### src/rtl/uart_pkg.sv
// rtl/uart_pkg.sv - shared UART types and constants
package uart_pkg;

    // Receiver FSM states
    typedef enum logic [2:0] {
        IDLE,
        START,
        DATA,
        PAR,
        STOP
    } rx_state_t;

    // Parity mode encoding
    localparam int PAR_NONE = 0;
    localparam int PAR_EVEN = 1;
    localparam int PAR_ODD  = 2;

    // Oversampling ticks per bit
    localparam int OVS = 16;

endpackage

### src/rtl/sync_2ff.sv
// rtl/sync_2ff.sv - two-flop synchronizer with configurable reset value
module sync_2ff #(
    parameter logic RST_VAL = 1'b1
) (
    input  logic i_clk,
    input  logic i_rst,
    input  logic i_d,
    output logic o_q
);

    logic r_meta;
    logic r_sync;

    // Two-stage capture of the asynchronous input
    always_ff @(posedge i_clk or posedge i_rst) begin
        if (i_rst) begin
            r_meta <= RST_VAL;
            r_sync <= RST_VAL;
        end else begin
            r_meta <= i_d;
            r_sync <= r_meta;
        end
    end

    assign o_q = r_sync;

endmodule

### src/rtl/uart_rx.sv
// rtl/uart_rx.sv - 16x oversampling UART receiver
module uart_rx
    import uart_pkg::*;
#(
    parameter int DBIT    = 8,
    parameter int SB_TICK = 16,
    parameter int PARITY  = 0
) (
    input  logic            clk,
    input  logic            reset,
    input  logic            rx,
    input  logic            s_tick,
    output logic [DBIT-1:0] dout,
    output logic            rx_done_tick,
    output logic            frame_err,
    output logic            parity_err
);

    localparam int NW = $clog2(DBIT);

    // Expected parity-bit flip for odd mode
    localparam logic ODD_FLIP = (PARITY == PAR_ODD);

    logic w_rx_s;

    rx_state_t       r_state_reg, w_state_next;
    logic [4:0]      r_s_reg,     w_s_next;
    logic [NW-1:0]   r_n_reg,     w_n_next;
    logic [DBIT-1:0] r_b_reg,     w_b_next;
    logic            r_p_reg,     w_p_next;
    logic            r_perr_l_reg, w_perr_l_next;
    logic [DBIT-1:0] r_dout_reg,  w_dout_next;
    logic            r_done_reg,  w_done_next;
    logic            r_ferr_reg,  w_ferr_next;
    logic            r_perr_reg,  w_perr_next;

    sync_2ff #(.RST_VAL(1'b1)) u_rx_sync (
        .i_clk (clk),
        .i_rst (reset),
        .i_d   (rx),
        .o_q   (w_rx_s)
    );

    // State and output registers
    always_ff @(posedge clk or posedge reset) begin
        if (reset) begin
            r_state_reg  <= IDLE;
            r_s_reg      <= '0;
            r_n_reg      <= '0;
            r_b_reg      <= '0;
            r_p_reg      <= 1'b0;
            r_perr_l_reg <= 1'b0;
            r_dout_reg   <= '0;
            r_done_reg   <= 1'b0;
            r_ferr_reg   <= 1'b0;
            r_perr_reg   <= 1'b0;
        end else begin
            r_state_reg  <= w_state_next;
            r_s_reg      <= w_s_next;
            r_n_reg      <= w_n_next;
            r_b_reg      <= w_b_next;
            r_p_reg      <= w_p_next;
            r_perr_l_reg <= w_perr_l_next;
            r_dout_reg   <= w_dout_next;
            r_done_reg   <= w_done_next;
            r_ferr_reg   <= w_ferr_next;
            r_perr_reg   <= w_perr_next;
        end
    end

    // Next-state logic: everything except the start-edge detect waits for s_tick
    always_comb begin
        w_state_next  = r_state_reg;
        w_s_next      = r_s_reg;
        w_n_next      = r_n_reg;
        w_b_next      = r_b_reg;
        w_p_next      = r_p_reg;
        w_perr_l_next = r_perr_l_reg;
        w_dout_next   = r_dout_reg;
        w_done_next   = 1'b0;
        w_ferr_next   = r_ferr_reg;
        w_perr_next   = r_perr_reg;

        case (r_state_reg)
            IDLE: begin
                if (!w_rx_s) begin
                    w_state_next = START;
                    w_s_next     = '0;
                end
            end
            START: begin
                if (s_tick) begin
                    if (r_s_reg == 5'(OVS / 2 - 1)) begin
                        if (!w_rx_s) begin
                            w_state_next = DATA;
                            w_s_next     = '0;
                            w_n_next     = '0;
                            w_p_next     = 1'b0;
                        end else begin
                            // Too short to be a start bit: treat as a glitch
                            w_state_next = IDLE;
                        end
                    end else begin
                        w_s_next = r_s_reg + 5'd1;
                    end
                end
            end
            DATA: begin
                if (s_tick) begin
                    if (r_s_reg == 5'(OVS - 1)) begin
                        w_b_next = {w_rx_s, r_b_reg[DBIT-1:1]};
                        w_p_next = r_p_reg ^ w_rx_s;
                        w_s_next = '0;
                        if (r_n_reg == NW'(DBIT - 1))
                            w_state_next = (PARITY != PAR_NONE) ? PAR : STOP;
                        else
                            w_n_next = r_n_reg + NW'(1);
                    end else begin
                        w_s_next = r_s_reg + 5'd1;
                    end
                end
            end
            PAR: begin
                if (s_tick) begin
                    if (r_s_reg == 5'(OVS - 1)) begin
                        w_perr_l_next = r_p_reg ^ w_rx_s ^ ODD_FLIP;
                        w_s_next      = '0;
                        w_state_next  = STOP;
                    end else begin
                        w_s_next = r_s_reg + 5'd1;
                    end
                end
            end
            STOP: begin
                if (s_tick) begin
                    if (r_s_reg == 5'(SB_TICK - 1)) begin
                        w_dout_next  = r_b_reg;
                        w_ferr_next  = ~w_rx_s;
                        w_perr_next  = (PARITY != PAR_NONE) ? r_perr_l_reg : 1'b0;
                        w_done_next  = 1'b1;
                        w_state_next = IDLE;
                    end else begin
                        w_s_next = r_s_reg + 5'd1;
                    end
                end
            end
            default: w_state_next = IDLE;
        endcase
    end

    assign dout         = r_dout_reg;
    assign rx_done_tick = r_done_reg;
    assign frame_err    = r_ferr_reg;
    assign parity_err   = r_perr_reg;

endmodule

### config.mk
export PLATFORM = sky130hd
export DESIGN_NAME = uart_rx
export DESIGN_NICKNAME = d
export VERILOG_FILES = /design/src/rtl/uart_pkg.sv /design/src/rtl/sync_2ff.sv /design/src/rtl/uart_rx.sv
export SDC_FILE = /design/constraint.sdc
export NUM_CORES = 1
export LEC_CHECK = 0
export CAP_MARGIN = 20
export CORE_MARGIN = 1.5
export CORE_UTILIZATION = 45
export CTS_BUF_LIST = sky130_fd_sc_hd__clkbuf_2
export CTS_CLUSTER_DIAMETER = 60
export DETAILED_ROUTE_END_ITERATION = 10
export PLACE_DENSITY = 0.65
export SYNTH_ARGS = -nofsm -noshare
export SYNTH_HDL_FRONTEND = slang
export SYNTH_SLANG_ARGS = --single-unit
### constraint.sdc
create_clock -name clk -period 4.2 [get_ports clk]
set_clock_uncertainty 0.2 [all_clocks]
set_input_delay 0.63 -clock clk [delete_from_list [all_inputs] [get_ports clk]]
set_output_delay 0.63 -clock clk [all_outputs]
set_load 0.01 [all_outputs]
==> out/qor.txt <==
setup bufs post-CTS: 0
Starting Density: 47.7%
share of layout cells above drive strength 1: 26.2%
number of distinct library cells after synthesis: 48
final hold vios: 0
Worst setup EP type: flip-flop
gr busiest metal: met2
WHS Path Cells: 0
Post-Route WL: 2600 um
post-synthesis sequential area ratio: 48.1%
grt met2 use: 23.7%
Yosys top cell area share: 44.9%
total power draw: 720 uW
CTS Root Buffer Type: clkbuf_2
Die X: 62.9 um
Req. time, crit path: 4.28 ns
CTS Hold Bufs: 0
most used cell, CP: ha_1
initial drt markers: 22
r2r worst-path depth: 7
reg2reg setup slack: 1.80 ns
period utilization: 57.2%
Worst Hold End: u_rx_sync.o_q
CP Class: flip-flop to flip-flop
Post-synth EDFFs: 0
first-pass GRT wire length: 4770 um
Die Area: 3960 sq um
Top FF cell, synth: dfrtp_1
Synth area leader: dfrtp_1
most frequent cell after synthesis: dfrtp_1
synth cell count leaders: dfrtp_1 (29), nand2_1 (11), inv_1 (10)
outcome: completed
post_cts resized: 0
flops & latches, synth: 31
critical hold path startpoint: u_rx_sync.r_meta
Syn-to-layout area delta: 11.8%
crit start category: flip-flop
clock slew at reported path FFs: 0.15 ns
gr usage total: 15.6%
nets: 158
Synth Net Count: 143
worst hold path class: flip-flop to flip-flop
CTS Buf Count: 5
vias per inst: 5.16
Worst R2R Start: r_s_reg[0]
global-route track usage on met1: 20.6%
Syn Area/Cell: 12.2 sq um
Cells after Synth: 133
CP Max Fanout: 5
Initial DRT Pass Iterations: 4
worst path buffer plus inverter count: 0
vias in the first global route: 1022
unrepaired setup endpoints after global routing: false
largest net degree at the start of global routing: 22
worst-margin pin slew: 0.756 ns
via count: 1007
antenna violations before repair: 0
PD cells: 398 nW/um^2
CTS tree: done
DR WL/cell: 13.3 um
clk_lat worst skew: 0.35 ns
Crit-path slowest cell: or4b_1
Top delay family on crit path: simple AND/OR/NAND/NOR gates
Post-Synthesis Cell Area: 1620 sq um
main area contributors after synthesis: dfrtp_1 (45%), mux2_4 (6.5%), mux2_2 (6.3%)
total clock sinks: 31
CTS max path bufs: 2
Max-slew headroom: 49.6%
# diodes: 0
max-slew violations: 0
ys async rst share: 100%
htree depth: 2
# setup viols final: 0
# DRC: 0
IO buf count: 13
peak supply drop: 0.297 mV
synth warn: 0
Fmax: 0.417 GHz
DRT antenna net count: 0
Critical Path, Cell by Cell: ha_1, and3_1, ha_1, or4b_1, o21ai_2, nand3_4, o211ai_2
I/O pins: 15
Congestion Overflow GR: 0
Max stage delay on crit path: 0.50 ns
min Tclk post-route: 2.40 ns
die extent in y: 62.9 um
Final GP Congestion: 0.756
met3 Usage GRT: 5.41%
crit path DAT: 2.48 ns
cell row count: 21
max cap viols: 0
FF-to-FF End: r_s_reg[3]
Setup TNS: 0 ns
Fillers: 307
Lkg Pwr: 0.000872 uW
Core Area: 3390 sq um
post-DP HPWL: 1870 um
-- layer usage --
| layer | routed length (um) | vias up |
|---|---|---|
| met4 | 44 | 0 |
| met2 | 1180 | 14 |
| met1 | 1300 | 492 |
| li1 | - | 495 |
| met3 | 79 | 6 |
| met5 | 0 | - |
-- how the worst max path moves through the flow --
stage          cells after the start  slack [ns]          to       start
6_report                           7        1.80  r_s_reg[3]  r_s_reg[0]
5_1_grt                            7        1.69  r_s_reg[3]  r_s_reg[0]
4_1_cts                            7        1.79  r_s_reg[3]  r_s_reg[0]
3_5_place_dp                       4        1.44     dout[6]      s_tick
3_3_place_gp                       4        1.50     dout[4]      s_tick
2_1_floorplan                      7        2.01  r_s_reg[3]  r_s_reg[0]
-- cells in the final DEF, fill, tap and decap left out, types with 3 or more instances in the layout --
cell,netlist,layout
mux2_4,7,7
nor2_1,6,6
ha_1,6,6
dfrtp_1,29,29
inv_1,10,10
nand2_1,11,11
clkdlybuf4s50_1,0,13
clkinv_2,0,3
mux2i_1,3,3
o21ai_0,3,3
clkbuf_2,0,5
nor3b_1,4,4
mux2_2,9,9
-- cells by family after synthesis --
family	Yosys count	share of synthesized area (%)
simple gates	41	17.2
flops	31	48.1
mux	20	15.3
compound gates	18	9.37
buf+inv	16	5.11
fa+ha+maj	6	4.64
other cells	1	0.232
-- worst reg2reg max path, cell delays in order, from the launching register on --
cell and delay, ns:
dfrtp_1 0.43, ha_1 0.27, and3_1 0.22, ha_1 0.25, or4b_1 0.50, o21ai_2 0.14, nand3_4 0.13, o211ai_2 0.19
-- stage by stage --
stage	worst slack (ns)	cells	cell area (sq um)	hold WS, ns	util (%)
2_1_floorplan	2.01	133	1620	0.145	-
6_report	1.80	195	1810	0.166	53.3
5_1_grt	1.69	195	1810	0.174	53.3
3_3_place_gp	1.50	187	1770	0.147	52.1
4_1_cts	1.79	195	1810	0.167	53.3
3_5_place_dp	1.44	187	1770	0.147	52.1
-- cell type report --
class	instances	area (sq um)	area share [%]
Sequential cell	31	778	43.1
Multi-Input combinational cell	86	756	41.8
Timing Repair Buffer	14	138	7.62
Tap cell	46	57.6	3.19
Inverter	10	37.5	2.08
Clock buffer	5	25.0	1.39
Clock inverter	3	15.0	0.831
-- report_power, final --
part           internal (uW)  switching (uW)  total (uW)
registers                338            55.4         393
clock network           38.2            98.2         136
logic                   96.7            93.2         190
No activity file was read; power rests on OpenSTA's default activity.
